===== src/rtl/redundant_digit_serializer.sv =====
// redundant_digit_serializer: resolves carries across a redundant symbol word and streams canonical digits LSB first.
module redundant_digit_serializer #(
  parameter int LOGNUMSYMBOLS = 5,
  parameter int LOGRADIX = 33,
  parameter int EXTRABITS = 4,
  localparam int NUMSYMBOLS = 1 << LOGNUMSYMBOLS,
  localparam int SYMBOLWIDTH = LOGRADIX + EXTRABITS
) (
  input  logic                              clk,
  input  logic                              reset,
  input  logic                              in_valid,
  output logic                              in_ready,
  input  logic [NUMSYMBOLS*SYMBOLWIDTH-1:0] in_symbols,
  output logic                              out_valid,
  input  logic                              out_ready,
  output logic [LOGRADIX-1:0]               out_digit,
  output logic [LOGNUMSYMBOLS-1:0]          out_index,
  output logic                              out_last,
  output logic [EXTRABITS:0]                out_carry
);
  typedef enum logic {IDLE, RUN} state_t;
  state_t state, next_state;
  logic [NUMSYMBOLS*SYMBOLWIDTH-1:0] word_buf;
  logic [LOGNUMSYMBOLS-1:0] idx;
  logic [EXTRABITS:0] carry;
  logic [SYMBOLWIDTH:0] sum;
  logic run, last;
  always_comb begin
    run = state == RUN;
    sum = {1'b0, word_buf[SYMBOLWIDTH-1:0]} + (SYMBOLWIDTH+1)'(carry);
    last = idx == LOGNUMSYMBOLS'(NUMSYMBOLS - 1);
    next_state = state;
    if (!run && in_valid) next_state = RUN;
    if (run && out_ready && last) next_state = IDLE;
  end
  always_ff @(posedge clk) begin
    if (reset) begin
      state <= IDLE;
      word_buf <= '0;
      idx <= '0;
      carry <= '0;
    end else begin
      state <= next_state;
      if (!run && in_valid) begin
        word_buf <= in_symbols;
        idx <= '0;
        carry <= '0;
      end else if (run && out_ready) begin
        carry <= sum[SYMBOLWIDTH:LOGRADIX];
        word_buf <= word_buf >> SYMBOLWIDTH;
        idx <= idx + 1'b1;
      end
    end
  end
  // Outputs are forced to zero outside RUN so idle leftovers never show.
  assign in_ready = !run;
  assign out_valid = run;
  assign out_digit = run ? sum[LOGRADIX-1:0] : '0;
  assign out_index = run ? idx : '0;
  assign out_last = run && last;
  assign out_carry = run ? sum[SYMBOLWIDTH:LOGRADIX] : '0;
endmodule


===== config.mk =====
export PLATFORM = sky130hd
export DESIGN_NAME = redundant_digit_serializer
export DESIGN_NICKNAME = d
export VERILOG_FILES = /design/src/rtl/redundant_digit_serializer.sv
export SDC_FILE = /design/constraint.sdc
export NUM_CORES = 2
export LEC_CHECK = 0
export ABC_AREA = 1
export BUFFER_PORTS_ARGS = -buffer_cell sky130_fd_sc_hd__buf_2
export CAP_MARGIN = 10
export CORE_AREA = 3 3 486 488
export CTS_BUF_LIST = sky130_fd_sc_hd__clkbuf_16
export DETAILED_ROUTE_END_ITERATION = 7
export DIE_AREA = 0 0 489 491
export HOLD_SLACK_MARGIN = 0.06
export SLEW_MARGIN = 20
export SYNTH_ARGS = -nofsm -noshare
export SYNTH_HDL_FRONTEND = slang
export SYNTH_SLANG_ARGS = --single-unit
export TNS_END_PERCENT = 30

===== constraint.sdc =====
create_clock -name clk -period 5.58 [get_ports clk]
set_input_delay 1.116 -clock clk [delete_from_list [all_inputs] [get_ports clk]]
set_output_delay 1.116 -clock clk [all_outputs]
set_load 0.02 [all_outputs]

==> summary.txt <==
STA
  • Fin Setup TNS: 0 ns
  • Clk_skew: roughly 0.043 ns
  • Final period util: 0.754
  • RSZ-0062 raised after global routing: false
  • Slew margin rel.: 0.237
  • Final setup vio count: 0
  • Final Hold Viols: 0
  • Min cycle time layout: approximately 4.2 ns
  • Worst-margin pin slew: between 1 and 1.5 ns
  • Achievable Freq: approximately 240 MHz
  • Max-slew violation count: 0

Global route
  • Total congestion overflow: 0
  • GRT Total Usage: 0.191
  • First-pass GRT wire length: around 340,000 um
  • Largest net degree at the start of global routing: 159
  • Initial antenna violation count: approximately 150
  • Vias in the first global route: between 40,000 and 50,000

Yosys
  • Top cells by count, synth: 1,195 x dfxtp_1, 1,178 x a21oi_1, 1,110 x o22ai_1
  • Post-synthesis sequential area ratio: 0.503
  • EDFF count, synth: 0
  • Most common cell in the netlist: dfxtp_1
  • Top cell type by total area after synthesis: dfxtp_1
  • Yosys warns: 0
  • Synth cell types: 31
  • Syn Std Cell Area: between 0.04 and 0.05 mm^2
  • Top post-synthesis cells by area: dfxtp_1 50%, o22ai_1 15%, a21oi_1 12%
  • Top-area cell type share of the netlist area: 0.503
  • Ys async rst share: 0
  • Synth Flop Type: dfxtp_1
  • Avg Cell Area, Syn: 8.24 um^2
  • Synth Instances: approximately 5,800
  • Yosys reg bits: about 1,200
  • Net Count, Synth: about 7,000

Die
  • Die height: roughly 490 um
  • Die W: slightly below 500 um
  • # IOs: approximately 1,200
  • Die ar.: 0.240 mm^2
  • Initial core utilization: 0.205
  • Site Rows: between 150 and 200
  • Core area: roughly 0.23 mm^2

Placed design
  • Placer Congestion: ~0.93
  • Post-DP HPWL: between 150,000 and 200,000 um
  • IO buf count: roughly 1,200
  • Placed Area: roughly 0.056 mm^2

Power
  • Sequential Power Share: 0.448
  • Leak: roughly 0.023 uW
  • P per Cell Area: 366 mW/mm^2
  • Cell internal pwr: between 15,000 and 20,000 uW
  • Power share of the clock group: 0.406
  • Switching power: around 6600 uW
  • Comb power frac: 0.146
  • VDD IR-drop max: approximately 230 uV
  • Sw Ratio: 0.298

Routing
  • Drt initial violations: 5,078
  • Detailed Route WL: ~240,000 um
  • First-pass DRT Iterations: 8
  • Wire length per cell: 24.8 um
  • Remaining antenna violation count: 0
  • DRC viols: 0
  • Vias per cell: approximately 5.1
  • Via count: 50,287

Setup path
  • CP Capture Type: primary output
  • Max FO, Critical Path: 4
  • WP data required: ~4.5 ns
  • WS Path Type: reg -> out
  • Crit path DAT: between 3 and 4 ns
  • Startpoint class of the critical path: register

Clocking
  • Clock slew at reported path FFs: roughly 0.06 ns
  • Root buffer cell: clkbuf_16
  • Depth of the CTS H-tree: 4
  • CTS Buffer Depth: 3
  • CTS buffer count: 138
  • Post-CTS Hold Buffers: 0
  • CTS tree: yes
  • Clock Latency Late Sink: 0.78 ns
  • Setup repair bufs after CTS: 0
  • CTS sink cnt: ~1,200
  • PostCTS Resize Cnt: 0

Cells and area
  • Design area: 0.0609 mm^2
  • Share of cells above drive strength 1: 0.231
  • Final #Nets: around 7,800
  • Area delta synth->final: 27.9%

Flow run
  • Max-cap violations: 0

Min path
  • Worst hold path type: reg -> reg

Run status
  • Status: completed
==> critical path, cell delays in order, from the launching register on <==
cell and delay (ns):
dfxtp_1 0.34, ha_1 0.26, fa_1 0.27, nand2_1 0.07
nand2_1 0.09, nand2_1 0.10, o21ai_1 0.27, nand2_1 0.14
inv_1 0.14, nand2_1 0.07, nand2_1 0.07, nand2_1 0.05
nor2_1 0.20, buf_2 0.23
==> cell usage in the layout (no fill, tap or decap), types with 10 or more instances in the layout <==
master / count
nand2_1: 117
nand3_1: 69
dfxtp_1: 1195
o22ai_1: 1110
bufinv_16: 10
o21ai_1: 370
o21ai_0: 871
clkbuf_16: 140
diode_2: 104
nor2_1: 116
nor3_1: 10
clkinv_2: 16
clkinv_1: 33
inv_1: 75
buf_4: 76
buf_12: 44
a21oi_1: 1178
buf_2: 1233
==> layer usage <==
layer	global-route usage	wire, um	vias to the layer above
met4	0.0966	13400	84
met3	0.0521	20100	513
met5	0	552	-
met2	0.314	115000	2285
met1	0.226	95900	23847
li1	-	-	23558
==> sequential cells by signal, summed over array words and instances (netlist names) <==
signal	flops
word_buf	1184
out_valid	1
idx	5
carry	5
==> worst paths after layout <==
check / cells past startpoint / slack [ns] / from / end
worst max-delay path: 13 / 1.37 / word_buf[0] / out_digit[30]
worst min register to register: 2 / 0.48 / word_buf[1121] / word_buf[1121]
worst min-delay path: 2 / 0.48 / word_buf[1121] / word_buf[1121]
worst max register to register: 8 / 2.33 / out_valid / word_buf[208]
==> final cells by class <==
type	count	area, um^2
Inverter	56	233
Multi-Input combinational cell	3870	20600
Sequential cell	1195	23900
Clock buffer	140	3500
Antenna cell	104	260
Timing Repair Buffer	1353	7620
Tap cell	3043	3810
Fill cell	25184	171000
Clock inverter	103	947
==> cells by family after synthesis <==
logic type               share of synthesized area
AO/OA/AOI/OAI                                0.401
flip-flops                                   0.503
buffers and inverters                       0.0647
AND/OR/NAND/NOR                             0.0282
adder cells (fa/ha/maj)                    0.00226
XOR/XNOR                                  0.000920
==> power by group through the flow <==
stage          logic, uW  registers [uW]  clock network [uW]
2_1_floorplan       1980            9800                   0
3_3_place_gp        3160           10100                   0
3_5_place_dp        3210           10200                   0
4_1_cts             3230            9980                9260
5_1_grt             3550           10000                9600
6_report            3250            9990                9040
==> through the flow <==
stage	setup WS, ns	cells	hold WS [ns]	util	power, uW
3_3_place_gp	1.87	9517	0.466	0.242	13300
3_5_place_dp	1.85	9517	0.473	0.242	13400
6_report	1.37	9864	0.482	0.262	22300
4_1_cts	1.27	9760	0.481	0.261	22500
5_1_grt	1.06	9834	0.505	0.262	23200
2_1_floorplan	2.54	5773	0.453	-	11800
No activity file was read; power rests on OpenSTA's default activity.
